File: src/rtl/program_loader.sv
// rtl/program_loader.sv - host byte-stream loader into CPU instruction memory
// Length byte, then L payload bytes written one per transfer, then a short CPU reset hold before release.
module program_loader #(
  parameter logic [7:0] TIMEOUT = 8'd255
) (
  input  logic       clk,
  input  logic       reset,
  input  logic       start,
  input  logic [7:0] byte_in,
  input  logic       byte_valid,
  output logic       byte_ready,
  output logic       ins_write,
  output logic       ins_read,
  output logic [7:0] instruction_write_data,
  output logic       cpu_reset,
  output logic       busy,
  output logic       done,
  output logic       error,
  output logic [7:0] load_count
);

  typedef enum logic [1:0] {IDLE, LEN, LOAD, BOOT} state_t;

  state_t     state, state_nx;
  logic [7:0] len_q, len_nx;
  logic [7:0] idle_cnt, idle_nx;
  logic       boot_cnt, boot_nx;

  logic       byte_ready_nx, ins_write_nx, cpu_reset_nx, done_nx, error_nx;
  logic [7:0] data_nx, count_nx;

  logic       xfer;
  logic       idle_expired;
  logic       last_byte;

  assign xfer = byte_valid && byte_ready;
  // Fires on the non-transfer cycle that would bring the idle count up to TIMEOUT.
  assign idle_expired = ({1'b0, idle_cnt} + 9'd1) >= {1'b0, TIMEOUT};
  assign last_byte = ({1'b0, load_count} + 9'd1) == {1'b0, len_q};
  assign busy = (state != IDLE);

  always_comb begin
    state_nx      = state;
    len_nx        = len_q;
    idle_nx       = idle_cnt;
    boot_nx       = boot_cnt;
    byte_ready_nx = 1'b0;
    ins_write_nx  = 1'b0;
    data_nx       = instruction_write_data;
    cpu_reset_nx  = cpu_reset;
    done_nx       = done;
    error_nx      = error;
    count_nx      = load_count;

    case (state)
      IDLE: begin
        if (start) begin
          done_nx       = 1'b0;
          error_nx      = 1'b0;
          count_nx      = 8'd0;
          cpu_reset_nx  = 1'b1;
          idle_nx       = 8'd0;
          byte_ready_nx = 1'b1;
          state_nx      = LEN;
        end
      end

      LEN: begin
        byte_ready_nx = 1'b1;
        if (xfer) begin
          len_nx  = byte_in;
          idle_nx = 8'd0;
          if (byte_in == 8'd0) begin
            error_nx      = 1'b1;
            cpu_reset_nx  = 1'b0;
            byte_ready_nx = 1'b0;
            state_nx      = IDLE;
          end else begin
            state_nx = LOAD;
          end
        end else if (idle_expired) begin
          error_nx      = 1'b1;
          cpu_reset_nx  = 1'b0;
          byte_ready_nx = 1'b0;
          idle_nx       = 8'd0;
          state_nx      = IDLE;
        end else begin
          idle_nx = idle_cnt + 8'd1;
        end
      end

      LOAD: begin
        byte_ready_nx = 1'b1;
        if (xfer) begin
          ins_write_nx = 1'b1;
          data_nx      = byte_in;
          idle_nx      = 8'd0;
          if (load_count != 8'hFF) begin
            count_nx = load_count + 8'd1;
          end
          if (last_byte) begin
            byte_ready_nx = 1'b0;
            boot_nx       = 1'b0;
            state_nx      = BOOT;
          end
        end else if (idle_expired) begin
          error_nx      = 1'b1;
          cpu_reset_nx  = 1'b0;
          byte_ready_nx = 1'b0;
          idle_nx       = 8'd0;
          state_nx      = IDLE;
        end else begin
          idle_nx = idle_cnt + 8'd1;
        end
      end

      BOOT: begin
        // cpu_reset stays high for two BOOT cycles, released together with done.
        if (boot_cnt) begin
          cpu_reset_nx = 1'b0;
          done_nx      = 1'b1;
          boot_nx      = 1'b0;
          state_nx     = IDLE;
        end else begin
          boot_nx = 1'b1;
        end
      end

      default: begin
        state_nx = IDLE;
      end
    endcase
  end

  always_ff @(posedge clk or posedge reset) begin
    if (reset) begin
      state                  <= IDLE;
      len_q                  <= 8'd0;
      idle_cnt               <= 8'd0;
      boot_cnt               <= 1'b0;
      byte_ready             <= 1'b0;
      ins_write              <= 1'b0;
      ins_read               <= 1'b1;
      instruction_write_data <= 8'h00;
      cpu_reset              <= 1'b0;
      done                   <= 1'b0;
      error                  <= 1'b0;
      load_count             <= 8'd0;
    end else begin
      state                  <= state_nx;
      len_q                  <= len_nx;
      idle_cnt               <= idle_nx;
      boot_cnt               <= boot_nx;
      byte_ready             <= byte_ready_nx;
      ins_write              <= ins_write_nx;
      ins_read               <= ~ins_write_nx;
      instruction_write_data <= data_nx;
      cpu_reset              <= cpu_reset_nx;
      done                   <= done_nx;
      error                  <= error_nx;
      load_count             <= count_nx;
    end
  end

endmodule
File: config.mk
export PLATFORM = sky130hd
export DESIGN_NAME = program_loader
export DESIGN_NICKNAME = d
export VERILOG_FILES = /design/src/rtl/program_loader.sv
export SDC_FILE = /design/constraint.sdc
export NUM_CORES = 1
export LEC_CHECK = 0
export CAP_MARGIN = 5
export CORE_ASPECT_RATIO = 0.9
export CORE_MARGIN = 3
export CORE_UTILIZATION = 30
export CTS_BUF_LIST = sky130_fd_sc_hd__clkbuf_4 sky130_fd_sc_hd__clkbuf_8
export CTS_CLUSTER_DIAMETER = 60
export DETAILED_ROUTE_END_ITERATION = 16
export GPL_TIMING_DRIVEN = 1
export PLACE_DENSITY = 0.54
export SLEW_MARGIN = 5
export SYNTH_ARGS = -nofsm -noshare
export SYNTH_HDL_FRONTEND = slang
export SYNTH_SLANG_ARGS = --single-unit
export TNS_END_PERCENT = 10
File: constraint.sdc
create_clock -name clk -period 2.3 [get_ports clk]
set_input_delay 0.23 -clock clk [delete_from_list [all_inputs] [get_ports clk]]
set_output_delay 0.23 -clock clk [all_outputs]
set_load 0.01 [all_outputs]
==> summary.md, run 1 <==
| Metric | Value |
|---|---|
| FFs w/ async S/R, synth | 100% |
| Syn_nets | 263 |
| Worst setup path end | idle_cnt[0]$_DFFE_PP0P_ |
| Peak supply drop | 404 uV |
| Synth warnings | 0 |
| CP bufs+invs | 0 |
| Critical path startpoint category | flip-flop |
| Status | finished, final reports clean |
| Final cell count without fillers | 377 |
| TritonCTS Buffers | 5 |
| Initial Util | 32.0% |
| Post-synthesis instance total | ~240 |
| H-tree Lvls | 2 |
| Overflow after GRT | 0 |
| Reg2Reg Depth | 7 |
| Worst setup startpoint | idle_cnt[1]$_DFFE_PP0P_ |
| Max Cap Viol | 0 |
| Synth unique cells | 50 |
| DR WL/cell | 15.0 um |
| TritonCTS Sinks | around 40 |
| Post-DP HPWL | 4.16 mm |
| Final hold vios | 0 |
| DR iter-0 viols | 76 |
| Worst R2R Start | idle_cnt[1]$_DFFE_PP0P_ |
| Syn-to-layout area delta | 25.5% |
| Syn avg cell area | 9.65 um2 |
| Max incr delay on CP | ~430 ps |
| Clock tree buffer depth | 2 |
| Die Footprint | 8920 um2 |
| Clock skew | 11.3 ps |
| Initial antenna violation count | 0 |
| Req. time, crit path | 2470 ps |
| Row Count | 29 |
| Main synth FF type | dfrtp_1 |
| First-pass GRT wire length | 9.89 mm |
| WS Path Type | flip-flop to flip-flop |
| Layout cell share with drive strength beyond 1 | 15.1% |
| Crit share post-route | 92.6% |
| Flop2flop setup slack | roughly 170 ps |
| GRT Util Overall | 13.5% |
| Worst-margin pin slew | 539 ps |
| Seq/Total Area, Yosys | 43.8% |
| RSZ-0062 raised after global routing | no |
| Die W | 99.2 um |
| Seq cells post-synth | 41 |
| Placed insts | around 370 |
| Vias in the first global route | ~1.9k |
| Arr. time, crit path | 2300 ps |
| Routability cong. | 0.865 |
| PwrDens | around 1000 nW/um2 |
| TritonRoute pass-1 iters | 4 |
| FF-to-FF End | idle_cnt[0]$_DFFE_PP0P_ |
| DRC violations left | 0 |
| Total negative slack | 0 ps |
| CTS tree | built |
| Final net count | 303 |
| Slew Limit Fails | 0 |
| Routed Antenna Nets | 0 |
| Via count | between 1.5k and 2k |
| Root buffer cell | clkbuf_8 |
| DP Area | 2810 um2 |
| Number of top-level pins | 35 |
| Filler cells | 737 |
| Worst path depth | 7 |
| FMAX | 470 MHz |
| Worst hold margin | 351 ps |
| Vias per inst | roughly 5.3 |
| Finished Cell Area | 2950 um2 |
| Die Y | 89.9 um |
| Core Box Area | 7330 um2 |
| Port-buffer cells | 34 |
| Worst setup EP type | flip-flop |
| Critical path fanouts, max | 9 |
| Clk slew on worst S/H paths | 90 ps |
| Leak | about 1.2 nW |
| Ant. Diodes | 0 |
| Slew headroom | about 64% |
| Worst-skew pair later-pin latency | 300 ps |
| Tmin final | 2130 ps |
| Endpoints failing setup | 0 |
| WL final | between 5 and 6 mm |
| Hold Crit Class | primary input to async pin |
| Slowest CP cell | or4_4 |
| Crit-path leading delay family | simple AND/OR/NAND/NOR gates |
| Post-synth EDFFs | 0 |
| Mapped Area | 2350 um2 |
| Largest net degree at the start of global routing | 42 |
| CP Cell Sequence | ha_1 -> nand3_1 -> or4_4 -> a311oi_2 -> a21oi_4 -> nand3_2 -> o21ai_0 |
## report_power, final
group	switching, mW	internal, mW
Clock	0.280	0.325
Sequential	0.170	0.933
Combinational	0.675	0.663
Total	1.12	1.92
## synth_stat cells, types with 2 or more instances
library cell | number | area [um2]
a31oi_1 | 8 | 50.1
nor3_1 | 4 | 20.0
nand3_2 | 2 | 20.0
a21oi_1 | 13 | 65.1
nand4_1 | 3 | 18.8
clkbuf_1 | 6 | 22.5
xnor2_1 | 6 | 52.6
nor2b_1 | 2 | 12.5
nand2_1 | 24 | 90.1
nand3b_1 | 3 | 22.5
nand2b_1 | 4 | 25.0
o211ai_1 | 2 | 15.0
o31ai_1 | 5 | 37.5
xor2_1 | 4 | 35.0
inv_1 | 11 | 41.3
nand3_1 | 10 | 50.1
nor2_1 | 13 | 48.8
ha_1 | 8 | 100
nor4_1 | 4 | 25.0
and3_1 | 6 | 37.5
dfrtp_1 | 40 | 1000
and2_1 | 2 | 12.5
o22ai_1 | 5 | 31.3
o21ai_0 | 17 | 85.1
mux2_2 | 16 | 180
## cells in the final DEF (no fill, tap or decap), types with 5 or more instances in the layout
cell type | synthesis | routed
a31oi_1 | 8 | 8
mux2_2 | 16 | 16
inv_1 | 11 | 11
clkbuf_8 | 0 | 5
nand2_1 | 24 | 24
o31ai_1 | 5 | 5
clkdlybuf4s50_1 | 0 | 34
buf_4 | 0 | 8
ha_1 | 8 | 8
nor2_1 | 13 | 13
o21ai_0 | 17 | 17
and3_1 | 6 | 6
a21oi_1 | 13 | 13
o22ai_1 | 5 | 5
nand3_1 | 10 | 10
xnor2_1 | 6 | 6
dfrtp_1 | 40 | 38
## kinds of logic (layout without fill, tap and decap cells)
group,after synthesis,in the layout,share of synthesized area (%)
adder cells (fa/ha/maj),8,8,4.27
multiplexers,17,17,8.11
flip-flops,41,41,43.8
AND/OR/NAND/NOR,85,85,19.2
XOR/XNOR,11,11,4.75
buffers and inverters,20,61,3.57
AO/OA/AOI/OAI,61,61,16.3
## worst min-delay path by stage
stage          cells past startpoint                             startpoint                                     to  slack, ps
5_1_grt                            3                                  reset  instruction_write_data[6]$_DFFE_PP0P_        400
3_3_place_gp                       1  instruction_write_data[1]$_DFFE_PP0P_  instruction_write_data[1]$_DFFE_PP0P_        490
4_1_cts                            3                                  reset  instruction_write_data[7]$_DFFE_PP0P_        380
6_report                           3                                  reset                idle_cnt[3]$_DFFE_PP0P_        350
3_5_place_dp                       1  instruction_write_data[6]$_DFFE_PP0P_  instruction_write_data[6]$_DFFE_PP0P_        490
2_1_floorplan                      1                             byte_in[0]  instruction_write_data[0]$_DFFE_PP0P_        380
## state kept, by name (all words and copies together) (netlist names)
signal / count
idle_cnt: 8
instruction_write_data: 8
len_q: 8
load_count: 8
state: 2
boot_cnt: 1
byte_ready: 1
cpu_reset: 1
done: 1
error: 1
ins_read: 1
ins_write: 1
## routing by layer
metal | vias up | share of wire, % | track usage (%)
li1 | 961 | - | -
met5 | - | 0 | 0
met4 | 0 | 0.90 | 2.73
met1 | 971 | 50 | 20.8
met2 | 53 | 44 | 18.7
met3 | 5 | 5.2 | 3.87
## area by class of cell
cell class	count	area, um2	share of cell area (%)
multi-input combinational	182	1240	42.2
sequential	41	1030	35.0
timing repair buffer	42	400	13.6
tap	93	116	3.95
clock buffer	5	68.8	2.34
clock inverter	3	46.3	1.57
inverter	11	41.3	1.40
## worst register-to-register path, delay by kind of cell, from the launching register on
kind	cells	cell delay (ps)
simple gates	3	720
compound gates	3	630
flops	1	410
fa+ha+maj	1	250
## metrics by stage
| stage | total power [mW] | utilization [%] | setup slack, ps |
|---|---|---|---|
| 2_1_floorplan | 1.98 | - | 281 |
| 5_1_grt | 3.28 | 40.2 | 1.01 |
| 6_report | 3.05 | 40.2 | 171 |
| 3_5_place_dp | 2.46 | 38.4 | 6.09 |
| 3_3_place_gp | 2.45 | 38.4 | 3.84 |
| 4_1_cts | 3.06 | 39.9 | 50.5 |
## timing repair
item | CTS | global route
setup buffers | 0 | 1
endpoints found under the hold margin | 0 | 0
hold buffers | 0 | 0
setup endpoints to repair | 1 | 8
gates resized for setup | 1 | 3
pin swaps | 0 | 1
Power figures use the tool's default switching activity.
==> inputs of run 2 (changes only) <==
GPL_TIMING_DRIVEN = 0   (was 1)
SLEW_MARGIN = default   (was 5)
==> summary.md, run 2 (synthesis gave the netlist of run 1 again) <==
| Metric | Value |
|---|---|
| Final hold vios | 0 (unchanged) |
| Worst setup EP type | flip-flop |
| Worst setup startpoint | idle_cnt[1]$_DFFE_PP0P_ |
| PwrDens | 1030 nW/um2 (about the same) |
| Worst path depth | 7 (unchanged) |
| Final cell count without fillers | 377 (unchanged) |
| Root buffer cell | clkbuf_8 |
| Row Count | 29 (unchanged) |
| Initial antenna violation count | 0 (unchanged) |
| Peak supply drop | 471 uV (+17%) |
| WL final | 5.54 mm (-2.2%) |
| Tmin final | 2170 ps (+42.3 ps) |
| DR iter-0 viols | 62 (-18%) |
| Die W | 99.2 um (unchanged) |
| Flop2flop setup slack | 130 ps (-40 ps) |
| WS Path Type | flip-flop to flip-flop |
| Sequential cell area | 1030 um2 (+0.24%) |
| Routed Antenna Nets | 0 (unchanged) |
| Worst setup path end | idle_cnt[3]$_DFFE_PP0P_ |
| Leak | 1.20 nW (-1.9%) |
| Clock tree buffer depth | 2 (unchanged) |
| Slowest CP cell | or4_4 |
| CTS tree | built |
| Core Box Area | 7330 um2 (unchanged) |
| Req. time, crit path | 2470 ps (about the same) |
| Initial Util | 32.0% (unchanged) |
| Status | finished, final reports clean |
| TritonCTS Sinks | 41 (unchanged) |
| Largest net degree at the start of global routing | 42 (unchanged) |
| Critical path startpoint category | flip-flop |
| Layout cell share with drive strength beyond 1 | 15.8% (+0.70 points) |
| Overflow after GRT | 0 (unchanged) |
| Critical path fanouts, max | 9 (unchanged) |
| First-pass GRT wire length | 9.52 mm (-3.7%) |
| DR WL/cell | 14.7 um (-2.2%) |
| CP Cell Sequence | ha_1 -> nand3_1 -> or4_4 -> a311oi_2 -> a21oi_4 -> a31oi_1 -> o22ai_1 |
| Multi-input gate area | 1260 um2 (+1.5%) |
| Slew headroom | 43.9% (-20 points) |
| Max incr delay on CP | 430 ps (about the same) |
| DRC violations left | 0 (unchanged) |
| H-tree Lvls | 2 (unchanged) |
| Clock skew | 8.76 ps (-2.51 ps) |
| Hold Crit Class | primary input to async pin |
| Port-buffer cells | 34 (unchanged) |
| GRT Util Overall | 13.0% (-0.49 points) |
| Endpoints failing setup | 0 (unchanged) |
| Max Cap Viol | 0 (unchanged) |
| Vias per inst | 5.18 (-2.0%) |
| Slew Limit Fails | 0 (unchanged) |
| Via count | 1,951 (-2.0%) |
| Worst-margin pin slew | 840 ps (+301 ps) |
| Reg2Reg Depth | 7 (unchanged) |
| CP bufs+invs | 0 (unchanged) |
| Crit-path leading delay family | compound AO/OA/AOI/OAI gates |
| Filler cells | 749 (+1.6%) |
| Arr. time, crit path | 2350 ps (+50 ps) |
| TritonCTS Buffers | 5 (unchanged) |
| FF-to-FF End | idle_cnt[3]$_DFFE_PP0P_ |
| Die Y | 89.9 um (unchanged) |
| Vias in the first global route | 1,860 (-2.7%) |
| Worst R2R Start | idle_cnt[1]$_DFFE_PP0P_ |
| Syn-to-layout area delta | 25.7% (about the same) |
| Most common cell after layout, fill and taps aside | dfrtp_1 |
| Final net count | 303 (unchanged) |
| Die Footprint | 8920 um2 (unchanged) |
| Total negative slack | 0 ps (unchanged) |
| Crit share post-route | 94.4% (+1.8 points) |
| Post-DP HPWL | 4.10 mm (-1.6%) |
| RSZ-0062 raised after global routing | yes |
| Commonest cells after routing, fill and taps aside | dfrtp_1 (36), clkdlybuf4s50_1 (34), nand2_1 (24) |
| Clk slew on worst S/H paths | 90 ps (about the same) |
| Worst-skew pair later-pin latency | 290 ps (about the same) |
| Routability cong. | 0.829 (-4.1%) |
| # hold bufs at CTS | 0 (unchanged) |
| Placed insts | 370 (+0.54%) |
| TritonRoute pass-1 iters | 4 (unchanged) |
| Number of top-level pins | 35 (unchanged) |
| FMAX | 461 MHz (-1.9%) |
| Ant. Diodes | 0 (unchanged) |
[run 2: how the worst min path moves through the flow]
stage | slack (ps) | depth (start not counted) | from | to
floorplan | 380 | 1 | byte_in[0] | instruction_write_data[0]$_DFFE_PP0P_
finish | 420 | 2 | reset | idle_cnt[3]$_DFFE_PP0P_
global placement | 490 | 1 | instruction_write_data[1]$_DFFE_PP0P_ | instruction_write_data[1]$_DFFE_PP0P_
global route | 500 | 2 | reset | instruction_write_data[7]$_DFFE_PP0P_
CTS | 460 | 2 | reset | state[1]$_DFFE_PP0P_
detailed placement | 490 | 1 | instruction_write_data[1]$_DFFE_PP0P_ | instruction_write_data[1]$_DFFE_PP0P_
[run 2: layer usage]
layer	GRT usage, %	share of wire (%)
met3	2.17	3.2
met4	3.98	0.97
met1	20.2	52
met2	18.3	44
met5	0	0
[run 2: power breakdown]
| part | total [mW] | internal (mW) | switching, mW |
|---|---|---|---|
| clock | 0.595 | 0.325 | 0.270 |
| sequential | 1.10 | 0.933 | 0.165 |
| combinational | 1.35 | 0.664 | 0.690 |
| total | 3.05 | 1.92 | 1.13 |
[run 2: through the flow]
stage	utilization [%]	total power, mW	cell area (um2)	setup slack [ps]	hold WS, ps
2_1_floorplan	-	1.98	2350	281	381
3_3_place_gp	38.2	2.44	2800	-83.2	490
3_5_place_dp	38.2	2.46	2800	-112	492
4_1_cts	40.0	3.07	2930	5.11	463
5_1_grt	40.2	3.29	2950	-8.94	498
6_report	40.2	3.05	2950	129	417
[run 2: worst register-to-register path, stage by stage (launching register included)]
cell      delay [ps]
dfrtp_1          420
ha_1             260
nand3_1          120
or4_4            430
a311oi_2         370
a21oi_4          170
a31oi_1          180
o22ai_1          110
[run 2: cell type report]
type / instances / share of cell area, %
flip-flops and latches: 41 / 35.0
well taps: 93 / 3.95
inverters: 11 / 1.40
plain buffers: 8 / 1.40
clock buffers: 5 / 2.33
repair buffers: 34 / 11.5
clock inverters: 3 / 1.57
multi-input cells: 182 / 42.8
[run 2: what timing repair did]
action	in CTS	in global routing
setup endpoints to repair	10	22
pin swaps	0	1
buffers inserted	0	0
resized for setup	4	9
